--- config.mk ---
export PLATFORM = sky130hd
export DESIGN_NAME = mux16_rr_scheduler
export DESIGN_NICKNAME = d
export VERILOG_FILES = /design/src/rtl/mux16_rr_scheduler.sv
export SDC_FILE = /design/constraint.sdc
export NUM_CORES = 1
export LEC_CHECK = 0
export CORE_ASPECT_RATIO = 1.75
export CORE_MARGIN = 3
export CORE_UTILIZATION = 60
export CTS_BUF_LIST = sky130_fd_sc_hd__clkbuf_8 sky130_fd_sc_hd__clkbuf_16
export CTS_CLUSTER_SIZE = 14
export DETAILED_ROUTE_END_ITERATION = 6
export GPL_TIMING_DRIVEN = 0
export HOLD_SLACK_MARGIN = 0.06
export MAX_ROUTING_LAYER = met4
export PLACE_DENSITY_LB_ADDON = 0.25
export SLEW_MARGIN = 20
export SYNTH_ARGS = -nofsm -noshare
export SYNTH_HDL_FRONTEND = slang
export SYNTH_SLANG_ARGS = --single-unit
--- constraint.sdc ---
create_clock -name clk -period 11.75 [get_ports clk]
set_clock_uncertainty 0.1 [all_clocks]
set_input_delay 2.35 -clock clk [delete_from_list [all_inputs] [get_ports clk]]
set_output_delay 2.35 -clock clk [all_outputs]
set_load 0.05 [all_outputs]
--- src/rtl/mux16_rr_scheduler.sv ---
// Round-robin owner scheduler for a shared 16:1 single-bit mux.
// Drives the mux select and a one-hot grant; grants end on release, withdrawal or hold limit.
module mux16_rr_scheduler #(
  parameter int MAX_HOLD = 8
) (
  input  logic        clk,
  input  logic        rst_n,
  input  logic [15:0] i_req,
  input  logic        i_release,
  output logic [3:0]  o_s,
  output logic [15:0] o_gnt,
  output logic        o_gnt_valid,
  output logic        o_timeout
);

  localparam logic [7:0] HOLD_LAST = 8'(MAX_HOLD - 1);

  typedef enum logic {
    ST_IDLE  = 1'b0,
    ST_GRANT = 1'b1
  } state_t;

  state_t      r_state;
  logic [3:0]  r_s;
  logic [15:0] r_gnt;
  logic        r_gnt_valid;
  logic        r_timeout;
  logic [3:0]  r_ptr;
  logic [7:0]  r_hold_cnt;

  logic [31:0] w_req_dbl;
  logic [15:0] w_rot;
  logic [3:0]  w_off;
  logic        w_found;
  logic [3:0]  w_win;
  logic        w_any;
  logic        w_owner_done;
  logic        w_others;
  logic        w_at_limit;

  // Rotate requests so the pointer lands on bit 0; the first set bit is the winner offset.
  always_comb begin
    w_req_dbl = {i_req, i_req} >> r_ptr;
    w_rot     = w_req_dbl[15:0];
    w_off     = 4'd0;
    w_found   = 1'b0;
    for (int i = 0; i < 16; i++) begin
      if (!w_found && w_rot[i]) begin
        w_off   = 4'(i);
        w_found = 1'b1;
      end
    end
    w_win = r_ptr + w_off;
  end

  assign w_any        = |i_req;
  assign w_owner_done = i_release || !i_req[r_s];
  assign w_others     = |(i_req & ~r_gnt);
  assign w_at_limit   = (r_hold_cnt == HOLD_LAST);

  always_ff @(posedge clk or negedge rst_n) begin
    if (!rst_n) begin
      r_state     <= ST_IDLE;
      r_s         <= 4'd0;
      r_gnt       <= 16'd0;
      r_gnt_valid <= 1'b0;
      r_timeout   <= 1'b0;
      r_ptr       <= 4'd0;
      r_hold_cnt  <= 8'd0;
    end else begin
      r_timeout <= 1'b0;
      case (r_state)
        ST_IDLE: begin
          if (w_any) begin
            r_state     <= ST_GRANT;
            r_s         <= w_win;
            r_gnt       <= 16'd1 << w_win;
            r_gnt_valid <= 1'b1;
            r_hold_cnt  <= 8'd0;
          end
        end
        ST_GRANT: begin
          // Owner-driven endings win over the hold limit and suppress the timeout pulse.
          if (w_owner_done || (w_at_limit && w_others)) begin
            r_state     <= ST_IDLE;
            r_gnt       <= 16'd0;
            r_gnt_valid <= 1'b0;
            r_ptr       <= r_s + 4'd1;
            r_timeout   <= !w_owner_done;
          end else if (!w_at_limit) begin
            r_hold_cnt <= r_hold_cnt + 8'd1;
          end
        end
        default: r_state <= ST_IDLE;
      endcase
    end
  end

  assign o_s         = r_s;
  assign o_gnt       = r_gnt;
  assign o_gnt_valid = r_gnt_valid;
  assign o_timeout   = r_timeout;

endmodule

==> results.md <==
* Htree depth at 2
* Initial Utilization at 0.628
* CP Launch Type: input pin
* Cell Chain, Critical Path: clkdlybuf4s50_1, mux4_2, mux4_2, or2_4, a21oi_4, a21boi_1, a21oi_1, o21ai_1, ha_1, nand3_1, nand2_1, xor2_1, xor2_2, o21ai_1
* Register area share after synthesis at 0.278
* Cts repair resizes at 0
* WS Path Type: input pin to register
* Main combinational cell family by area after synthesis: multiplexers
* Post-synth EDFFs at 0
* Most frequent cells in the layout: 40 x nand2_1, 37 x clkdlybuf4s50_1, 35 x dfrtp_1
* Worst Tran Pin Value at 839 ps
* # hold bufs at CTS at 0
* DRT Pass-1 Iters at 5
* #FFs+latches synth at 35
* Min cycle time layout at 6340 ps
* Syn Area/Cell at 9.53 µm²
* Tcrit/Tclk final at 0.539
* CTS sink cnt at 35
* Status: finished, final reports clean
* Via density at 6.97
* Input/output buffers at 38
* Top FF cell, synth: dfrtp_1
* CP max stage cell: clkdlybuf4s50_1
* Initial antenna violation count at 0
* CP endpoint kind: register
* MaxCap Viol Count at 0
* Post-DP HPWL at 6.96 mm
* CP arrival at 6390 ps
* Simple logic cell fraction of the synthesized area at 0.204
* Adder-Cell Fraction of Synth Area at 0.0301
* Final Max Tran Viols at 0
* CTS max path bufs at 2
* Synth-to-Final Area Change at 17.3%
* Reg clk slew, reported paths at 70 ps
* Maximum vdd drop at 0.199 mV
* Vias at 3010
* Slew headroom at 0.436
* Setup-failing EPs final at 0
* Clock Latency Late Sink at 280 ps
* CTS tree: done
* Post-Syn Instances at 331
* TritonCTS buffer count at 5
* I/O pin count at 41
* Post-CTS Setup Inserts at 0
* Final core utilization at 0.737
* Synth Cell Area at 3150 µm²
* Syn nets at 357
* Power per cell area at 334 nW/µm²
* Row cnt at 34
* Netlist cell types at 56
* Largest net degree at the start of global routing at 34
* # nets final at 403
* Leakage at 0.00151 µW
* Post-route DRC at 0
* Final antenna-violating net count at 0
* Violation count after the first detailed-routing iteration at 242
* GRT overflow at 0
* Commonest non-fill, non-tap cell in the layout: nand2_1
* Post-Synth XOR/XNOR Area at 0.0381
* Die H at 102 µm
* HP Class: register to register
* Fmax at 158 MHz
* RSZ-0062 raised after global routing: no
* Max stage delay on crit path at 620 ps
* Core area at 5020 µm²
* Post-synthesis compound-gate area fraction at 0.148
* Ant diodes at 0
* Synth warn at 0
* Number of hold violations in the final report at 0
* Setup TNS at 0 ps
* First-pass GRT wire length at 15.0 mm
* Layout cells sized above 1 at 0.146
* CP Max Fanout at 9
* Post-DR wirelength/cell at 21.4 µm
* GP Congestion at 0.962
* Fill cells at 385
* Mux cell area share after synthesis at 0.261
* All-Layer GR Usage at 0.337
* Clock Tree Root: clkbuf_8
* Worst Path Required at 11800 ps
* Vias in the first global route at 3023
* Post-Route WL at 9.23 mm
* Die Footprint at 6200 µm²
* Die X at 60.8 µm
* FFs w/ async S/R, synth at 1.00
-- routing by layer --
| layer | global-route usage | vias to the layer above | wire length, µm |
|---|---|---|---|
| met3 | 0.0708 | 47 | 526 |
| met5 | - | - | 0 |
| met4 | 0.204 | 0 | 524 |
| met1 | 0.355 | 1464 | 3190 |
| li1 | - | 1332 | - |
| met2 | 0.560 | 167 | 4990 |
-- metrics by stage --
step | area, µm² | std cells | setup slack, ps | hold slack (ps) | power (µW)
6_report | 3700 | 432 | 5410 | 427 | 1230
5_1_grt | 3700 | 432 | 5150 | 454 | 1310
4_1_cts | 3700 | 432 | 5460 | 430 | 1220
3_5_place_dp | 3620 | 424 | 5190 | 410 | 1120
3_3_place_gp | 3600 | 423 | 5310 | 407 | 1110
2_1_floorplan | 3150 | 331 | 6180 | 392 | 892
-- worst max-delay path, delay by kind of cell --
family / cells / cell delay [ps]
buffers and inverters: 1 / 620
adders and majority gates: 1 / 210
muxes: 2 / 1120
xor gates and xnor gates: 2 / 890
AOI/OAI and AO/OA: 5 / 730
and+or+nand+nor: 3 / 460
-- cells by family (layout without fill, tap and decap cells) --
family,Yosys count,count (layout)
AND/OR/NAND/NOR,129,129
flip-flops,35,35
buffers and inverters,29,76
adder cells (fa/ha/maj),7,7
AO/OA/AOI/OAI,68,68
multiplexers,51,51
XOR/XNOR,12,12
-- area by class of cell --
type                    count  area, µm²  area share
multi-input cells         267       2150       0.581
flip-flops and latches     35        876       0.237
repair buffers             39        395       0.107
plain buffers              18       90.1      0.0244
clock buffers               5       68.8      0.0186
well taps                  54       67.6      0.0183
inverters                  11       41.3      0.0112
clock inverters             3       12.5     0.00338
-- synth_stat cells (2+ instances only) --
cell type	instances	area [µm²]
a2111oi_0	4	35.0
a211oi_1	2	15.0
a21boi_1	2	15.0
a21o_1	3	22.5
a21oi_1	11	55.1
a32o_1	2	20.0
and2_1	3	18.8
and3_1	3	18.8
buf_2	6	30.0
buf_6	2	22.5
clkbuf_1	9	33.8
dfrtp_1	35	876
ha_1	6	75.1
inv_1	11	41.3
mux2_1	2	22.5
mux2_2	7	78.8
mux2i_1	18	180
mux4_2	24	541
nand2_1	40	150
nand2b_1	6	37.5
nand3_1	9	45.0
nand4_1	5	31.3
nor2_1	26	97.6
nor2b_1	17	106
nor3_1	3	15.0
nor4_1	9	56.3
o211ai_1	2	15.0
o21ai_0	4	20.0
o21ai_1	22	110
o21bai_1	2	15.0
o22ai_1	3	18.8
xnor2_1	2	17.5
xor2_1	8	70.1
-- power breakdown --
group | leakage, µW | switching, µW | total, µW | internal, µW
Sequential | 0.000457 | 42.5 | 202 | 160
Combinational | 0.00101 | 579 | 950 | 371
Clock | 0.0000505 | 42.6 | 82.4 | 39.9
-- final timing paths --
kind / end / slack [ps] / start / cells after the start
setup / recovery: o_gnt[8] / 5410 / i_req[10] / 14
hold / removal: o_gnt_valid / 430 / o_gnt_valid / 2
setup reg to reg: o_gnt[8] / 7400 / r_ptr[0] / 15
hold reg to reg: o_gnt_valid / 430 / o_gnt_valid / 2
max in group asynchronous: o_gnt[13] / 9420 / rst_n / 2
min in group asynchronous: r_ptr[0] / 1760 / rst_n / 1
-- flip-flops by register name, summed over array words and instances, names as in the netlist --
name / cells
r_hold_cnt: 8
o_gnt_valid: 1
o_gnt: 16
o_s: 4
r_state: 1
o_timeout: 1
r_ptr: 4
Power figures use the tool's default switching activity.
